--- src/rtl/led_frame_writer.sv ---
// Wishbone initiator that streams RGB565 pixels into an LED matrix framebuffer
// as half-word writes and optionally commits the new base to the frame register.
module led_frame_writer #(
  parameter int ADDRESS_WIDTH = 30,
  parameter int DATA_WIDTH    = 32,
  parameter int REG_ADDRESS   = 0,
  parameter int N_COLS        = 20,
  parameter int N_ROWS        = 14,
  parameter int ROW_STRIDE    = 32,
  parameter int ACK_TIMEOUT   = 255
) (
  input  logic                      clk_i,
  input  logic                      rst_i,
  output logic [ADDRESS_WIDTH-1:0]  adr_o,
  output logic [DATA_WIDTH-1:0]     dat_o,
  input  logic [DATA_WIDTH-1:0]     dat_i,
  output logic                      we_o,
  output logic [DATA_WIDTH/8-1:0]   sel_o,
  output logic                      stb_o,
  output logic                      cyc_o,
  input  logic                      ack_i,
  output logic [2:0]                cti_o,
  input  logic                      start,
  input  logic [13:0]               base_addr,
  input  logic                      commit,
  input  logic                      pix_valid,
  input  logic [15:0]               pix_data,
  input  logic                      pix_sof,
  output logic                      pix_ready,
  output logic                      busy,
  output logic                      done,
  output logic                      err_sof,
  output logic                      err_timeout
);

  localparam int DATA_BYTES = DATA_WIDTH / 8;
  localparam int XW = $clog2(N_COLS);
  localparam int YW = $clog2(N_ROWS);
  localparam int TW = $clog2(ACK_TIMEOUT + 1);

  typedef enum logic [2:0] {
    IDLE     = 3'd0,
    WAIT_PIX = 3'd1,
    WRITE    = 3'd2,
    COMMIT   = 3'd3,
    FINISH   = 3'd4
  } state_t;

  state_t          r_state;
  state_t          w_next;
  logic [13:0]     r_base;
  logic            r_commit;
  logic [XW-1:0]   r_x;
  logic [YW-1:0]   r_y;
  logic [15:0]     r_pix;
  logic [13:0]     r_h;
  logic [TW-1:0]   r_tmo;
  logic            r_err_sof;
  logic            r_err_timeout;

  logic [13:0]     w_h;
  logic            w_first;
  logic            w_last;
  logic            w_col_end;
  logic            w_tmo_last;
  logic            w_unused;

  assign w_h        = r_base + (14'(r_y) * 14'(ROW_STRIDE)) + 14'(r_x);
  assign w_first    = (r_x == '0) && (r_y == '0);
  assign w_col_end  = (r_x == XW'(N_COLS - 1));
  assign w_last     = w_col_end && (r_y == YW'(N_ROWS - 1));
  // An ack in the expiring cycle wins, so expiry is only checked without ack.
  assign w_tmo_last = (r_tmo <= TW'(1));
  assign w_unused   = ^dat_i;

  assign cti_o       = 3'b000;
  assign err_sof     = r_err_sof;
  assign err_timeout = r_err_timeout;

  always_ff @(posedge clk_i or posedge rst_i) begin
    if (rst_i) begin
      r_state <= IDLE;
    end else begin
      r_state <= w_next;
    end
  end

  always_comb begin
    w_next = r_state;
    case (r_state)
      IDLE: begin
        if (start) w_next = WAIT_PIX;
        else       w_next = IDLE;
      end
      WAIT_PIX: begin
        if (pix_valid) w_next = WRITE;
        else           w_next = WAIT_PIX;
      end
      WRITE: begin
        if (ack_i) begin
          if (w_last) w_next = r_commit ? COMMIT : FINISH;
          else        w_next = WAIT_PIX;
        end else if (w_tmo_last) begin
          w_next = FINISH;
        end else begin
          w_next = WRITE;
        end
      end
      COMMIT: begin
        if (ack_i || w_tmo_last) w_next = FINISH;
        else                     w_next = COMMIT;
      end
      FINISH:  w_next = IDLE;
      default: w_next = IDLE;
    endcase
  end

  always_ff @(posedge clk_i or posedge rst_i) begin
    if (rst_i) begin
      r_base        <= 14'd0;
      r_commit      <= 1'b0;
      r_x           <= '0;
      r_y           <= '0;
      r_pix         <= 16'd0;
      r_h           <= 14'd0;
      r_tmo         <= '0;
      r_err_sof     <= 1'b0;
      r_err_timeout <= 1'b0;
    end else begin
      case (r_state)
        IDLE: begin
          if (start) begin
            r_base        <= base_addr;
            r_commit      <= commit;
            r_x           <= '0;
            r_y           <= '0;
            r_err_sof     <= 1'b0;
            r_err_timeout <= 1'b0;
          end
        end
        WAIT_PIX: begin
          if (pix_valid) begin
            r_pix <= pix_data;
            r_tmo <= TW'(ACK_TIMEOUT);
            // A stray start-of-frame resynchronises: this pixel becomes (0,0).
            if (pix_sof && !w_first) begin
              r_err_sof <= 1'b1;
              r_x       <= '0;
              r_y       <= '0;
              r_h       <= r_base;
            end else begin
              r_h <= w_h;
            end
          end
        end
        WRITE, COMMIT: begin
          if (ack_i) begin
            r_tmo <= TW'(ACK_TIMEOUT);
            if (r_state == WRITE) begin
              if (w_col_end) begin
                r_x <= '0;
                r_y <= w_last ? '0 : r_y + YW'(1);
              end else begin
                r_x <= r_x + XW'(1);
              end
            end
          end else if (w_tmo_last) begin
            r_err_timeout <= 1'b1;
          end else begin
            r_tmo <= r_tmo - TW'(1);
          end
        end
        default: ;
      endcase
    end
  end

  always_comb begin
    adr_o     = '0;
    dat_o     = '0;
    sel_o     = '0;
    we_o      = 1'b0;
    stb_o     = 1'b0;
    cyc_o     = 1'b0;
    pix_ready = (r_state == WAIT_PIX);
    busy      = (r_state != IDLE);
    done      = (r_state == FINISH);
    case (r_state)
      WRITE: begin
        cyc_o = 1'b1;
        stb_o = 1'b1;
        we_o  = 1'b1;
        adr_o = ADDRESS_WIDTH'(r_h[13:1]);
        sel_o = r_h[0] ? DATA_BYTES'(4'b1100) : DATA_BYTES'(4'b0011);
        dat_o = DATA_WIDTH'({r_pix, r_pix});
      end
      COMMIT: begin
        cyc_o = 1'b1;
        stb_o = 1'b1;
        we_o  = 1'b1;
        adr_o = ADDRESS_WIDTH'(REG_ADDRESS);
        sel_o = DATA_BYTES'(4'b0011);
        dat_o = DATA_WIDTH'({17'b0, r_base, 1'b0});
      end
      default: ;
    endcase
  end

endmodule
--- config.mk ---
export PLATFORM = sky130hd
export DESIGN_NAME = led_frame_writer
export DESIGN_NICKNAME = d
export VERILOG_FILES = /design/src/rtl/led_frame_writer.sv
export SDC_FILE = /design/constraint.sdc
export NUM_CORES = 1
export LEC_CHECK = 0
export ABC_AREA = 0
export CAP_MARGIN = 20
export CORE_MARGIN = 1.5
export CORE_UTILIZATION = 42
export CTS_CLUSTER_DIAMETER = 120
export DETAILED_ROUTE_END_ITERATION = 8
export GPL_TIMING_DRIVEN = 1
export PLACE_DENSITY = 0.78
export SLEW_MARGIN = 5
export SYNTH_ARGS = -nofsm -noshare
export SYNTH_HDL_FRONTEND = slang
export SYNTH_SLANG_ARGS = --single-unit
--- constraint.sdc ---
create_clock -name clk_i -period 2.1 [get_ports clk_i]
set_input_delay 0.525 -clock clk_i [delete_from_list [all_inputs] [get_ports clk_i]]
set_output_delay 0.525 -clock clk_i [all_outputs]
set_load 0.005 [all_outputs]
==> flow_summary_export.csv <==
group,metric,value,unit
outcome,status,"finished with violations",
outcome,violations,"setup timing",
min_path,worstHoldEndpoint,"r_h[2]",
route,wl_per_cell,18.3,um
yosys,yosys.area.top_type_share,0.399,
power_and_ir_drop,p_sw,3.65,mW
worst_setup_path,regToRegStartpoint,"r_x[4]",
layout,seqCellArea,1680,um^2
worst_setup_path,critPathMaxFanout,9,
clock_tree,cts_tree,"built",
yosys,yosysUniqueCellTypes,55,
yosys,async_reset_ff_frac,1.00,
yosys,yosys-top-cells-area,"dfrtp_1 40%, nand2_1 7.7%, and3_1 5.1%",
clock_tree,cts_buffers,9,
layout,diodes,0,
global_route,grt_pass1_vias,4240,
route,dr_wl_met3,1110,um
yosys,yosysMostFrequentCell,"nand2_1",
power_and_ir_drop,swShare,0.416,
min_path,holdPathStages,2,
min_path,hold_class,"reg2reg",
global_route,grt_antenna_before_repair,0,
route,drt.antenna.violating_nets,0,
floorplan,core_area,9730,um^2
route,drc,0,
yosys,synth_flop_cell,"dfrtp_1",
sta,worst_slack,-0.0357,ns
placement,place.gp.congestion,0.871,
clock_tree,clk_pin_slew_worst_paths,0.08,ns
sta,max_freq,468,MHz
layout,fillers,796,
sta,skew,0.00932,ns
sta,fin_crit,2.14,ns
worst_setup_path,r2r-end,"r_h[12]",
power_and_ir_drop,combinationalPowerShare,0.592,
yosys,ys_top_cells_by_count,"86 x nand2_1, 67 x dfrtp_1, 38 x nor2_1, 34 x and3_1, 26 x buf_4",
route,post_drt_via_cell_ratio,5.53,
placement,dpl_worst_slack,-0.0313,ns
run,cap_violations,0,
floorplan,die_area,10600,um^2
power_and_ir_drop,power_density,1440,nW/um^2
placement,io_buffer_count,93,
global_route,track_usage,0.256,
clock_tree,clockRootBuffer,"clkbuf_8",
floorplan,row_count,36,
layout,drive_gt1_frac,0.271,
worst_setup_path,cp.arrival,1.61,ns
worst_setup_path,rrSetupSlack,0.01,ns
route,first_pass_iters,6,
route,drt-initial-drc-count,299,
power_and_ir_drop,clkPwrFrac,0.142,
sta,rsz0062_at_grt,"yes",
yosys,ys_ff_latch,67,
layout,syn2layout_area_growth,44.5,%
layout,multi_input_area,2390,um^2
sta,slew_violations,0,
clock_tree,cts.sinks,67,
yosys,avgSynthCellArea,8.67,um^2
global_route,grt_overflow,0,
clock_tree,clk_latency,0.36,ns
worst_setup_path,crit_type,"reg2out",
floorplan,die_x,103,um
min_path,holdCritStartpoint,"r_h[2]",
yosys,synth_edf_count,0,
floorplan,die_h,103,um
clock_tree,htree_levels,3,
yosys,syn-cell-area,4200,um^2
route,routed_wl,13900,um
global_route,grt_first_pass_wirelength,20800,um
route,wirelength_met1,5470,um
worst_setup_path,crit_path_start_kind,"register",
worst_setup_path,critical_path_required,1.57,ns
yosys,syn-instance-count,485,
sta,setup_viol,1,
yosys,synth_seq_area_share,0.399,
worst_setup_path,end_kind,"primary output",
placement,dp_hpwl,8600,um
worst_setup_path,reg2reg_depth,6,
floorplan,initial_core_util,0.432,
power_and_ir_drop,p_seq_frac,0.266,
route,vias,4199,
power_and_ir_drop,internal-power,5.13,mW
yosys,yosys.area.top_type,"dfrtp_1",
clock_tree,hold_buffers,0,
route,top_layer,"met4",
power_and_ir_drop,p_total,8.78,mW
sta,timing_hold_violations_final,0,
floorplan,ios,146,
route,wl_met2,6980,um
power_and_ir_drop,vdd_drop_max,0.000665,V
sta,fin_crit_sh,1.02,
global_route,grt_max_degree,68,
worst_setup_path,cp-startpoint,"r_state[2]",
yosys,ys_warn_count,0,
clock_tree,cts_buffer_depth,2,
power_and_ir_drop,power_leakage,2.90,nW
layout,nets,708,
layout by cell type (no fill, tap or decap), types with 4 or more instances in the layout:
master,instances
and3_1,20
and3_4,14
nor2_1,38
buf_4,50
clkdlybuf4s15_1,13
mux2i_1,14
a21oi_1,21
clkbuf_2,24
clkbuf_8,9
o21ai_1,11
a31oi_1,4
o211ai_1,6
a21o_1,4
o21ai_0,11
inv_1,12
conb_1,20
nand2_1,86
buf_6,14
ha_1,13
mux2_2,16
dlygate4sd2_1,4
nand3_1,13
clkdlybuf4s50_1,38
nand4_1,12
buf_12,6
nor3_1,4
dfrtp_1,66
xor2_1,10
power groups by stage:
stage / sequential [mW] / clock [mW] / combinational, mW
CTS: 2.27 / 1.25 / 4.75
floorplan: 2.13 / 0 / 2.53
detailed placement: 2.27 / 0 / 4.33
global placement: 2.25 / 0 / 4.19
global route: 2.38 / 1.31 / 5.62
finish: 2.34 / 1.24 / 5.20
layout make-up:
type                       instances  area share
clock buffer                       9      0.0204
timing repair buffer             162       0.255
inverter                          15      0.0119
multi-input combinational        367       0.393
clock inverter                     7      0.0163
sequential                        67       0.276
tap                              133      0.0274
repair_timing:
item,CTS,global route
endpoints found under the setup margin,59,54
pin swaps,7,2
buffers inserted,10,7
cloned,3,3
resized for setup,132,80
worst max-delay path by stage:
stage | end | cells past startpoint | slack [ns]
after detailed placement | r_y[3] | 6 | -0.03
final | busy | 5 | -0.04
after global placement | r_h[13] | 5 | -0.02
after CTS | sel_o[0] | 4 | -0.17
after global routing | busy | 5 | -0.07
after floorplan | r_h[13] | 6 | 0.02
kinds of logic after synthesis:
family          share of synthesized area
simple gates                        0.237
fa+ha+maj                          0.0524
mux                                0.0836
other cells                      0.000892
flops                               0.399
buf+inv                            0.0878
compound gates                      0.112
xor+xnor                           0.0271
sequential cells by signal (all words and copies together) (netlist names):
name and count:
err_sof 1, err_timeout 1, r_base 14, r_commit 1, r_h 14, r_pix 16
r_state 3, r_tmo 8, r_x 5, r_y 4
worst max-delay path, cell delays in order, from the launching register on:
cell,delay [ns]
dfrtp_1,0.40
buf_4,0.14
buf_4,0.13
buf_6,0.13
or3_1,0.31
buf_2,0.14
metrics by stage:
step	std cells	utilization	cell area [um^2]	hold WS, ns	TNS, ns
floorplan	504	-	4280	0.438	0
global placement	723	0.564	5490	0.457	-0.0317
detailed placement	723	0.564	5490	0.473	-0.0939
CTS	752	0.610	5940	0.490	-0.616
global route	760	0.624	6080	0.519	-0.457
finish	760	0.624	6080	0.487	-0.0357
metal layers:
metal / vias to the layer above / GRT usage
met4: 0 / 0.103
met2: 216 / 0.444
met3: 40 / 0.0692
li1: 1918 / -
met5: - / 0
met1: 2025 / 0.300
(Power assumes the default switching activity.)
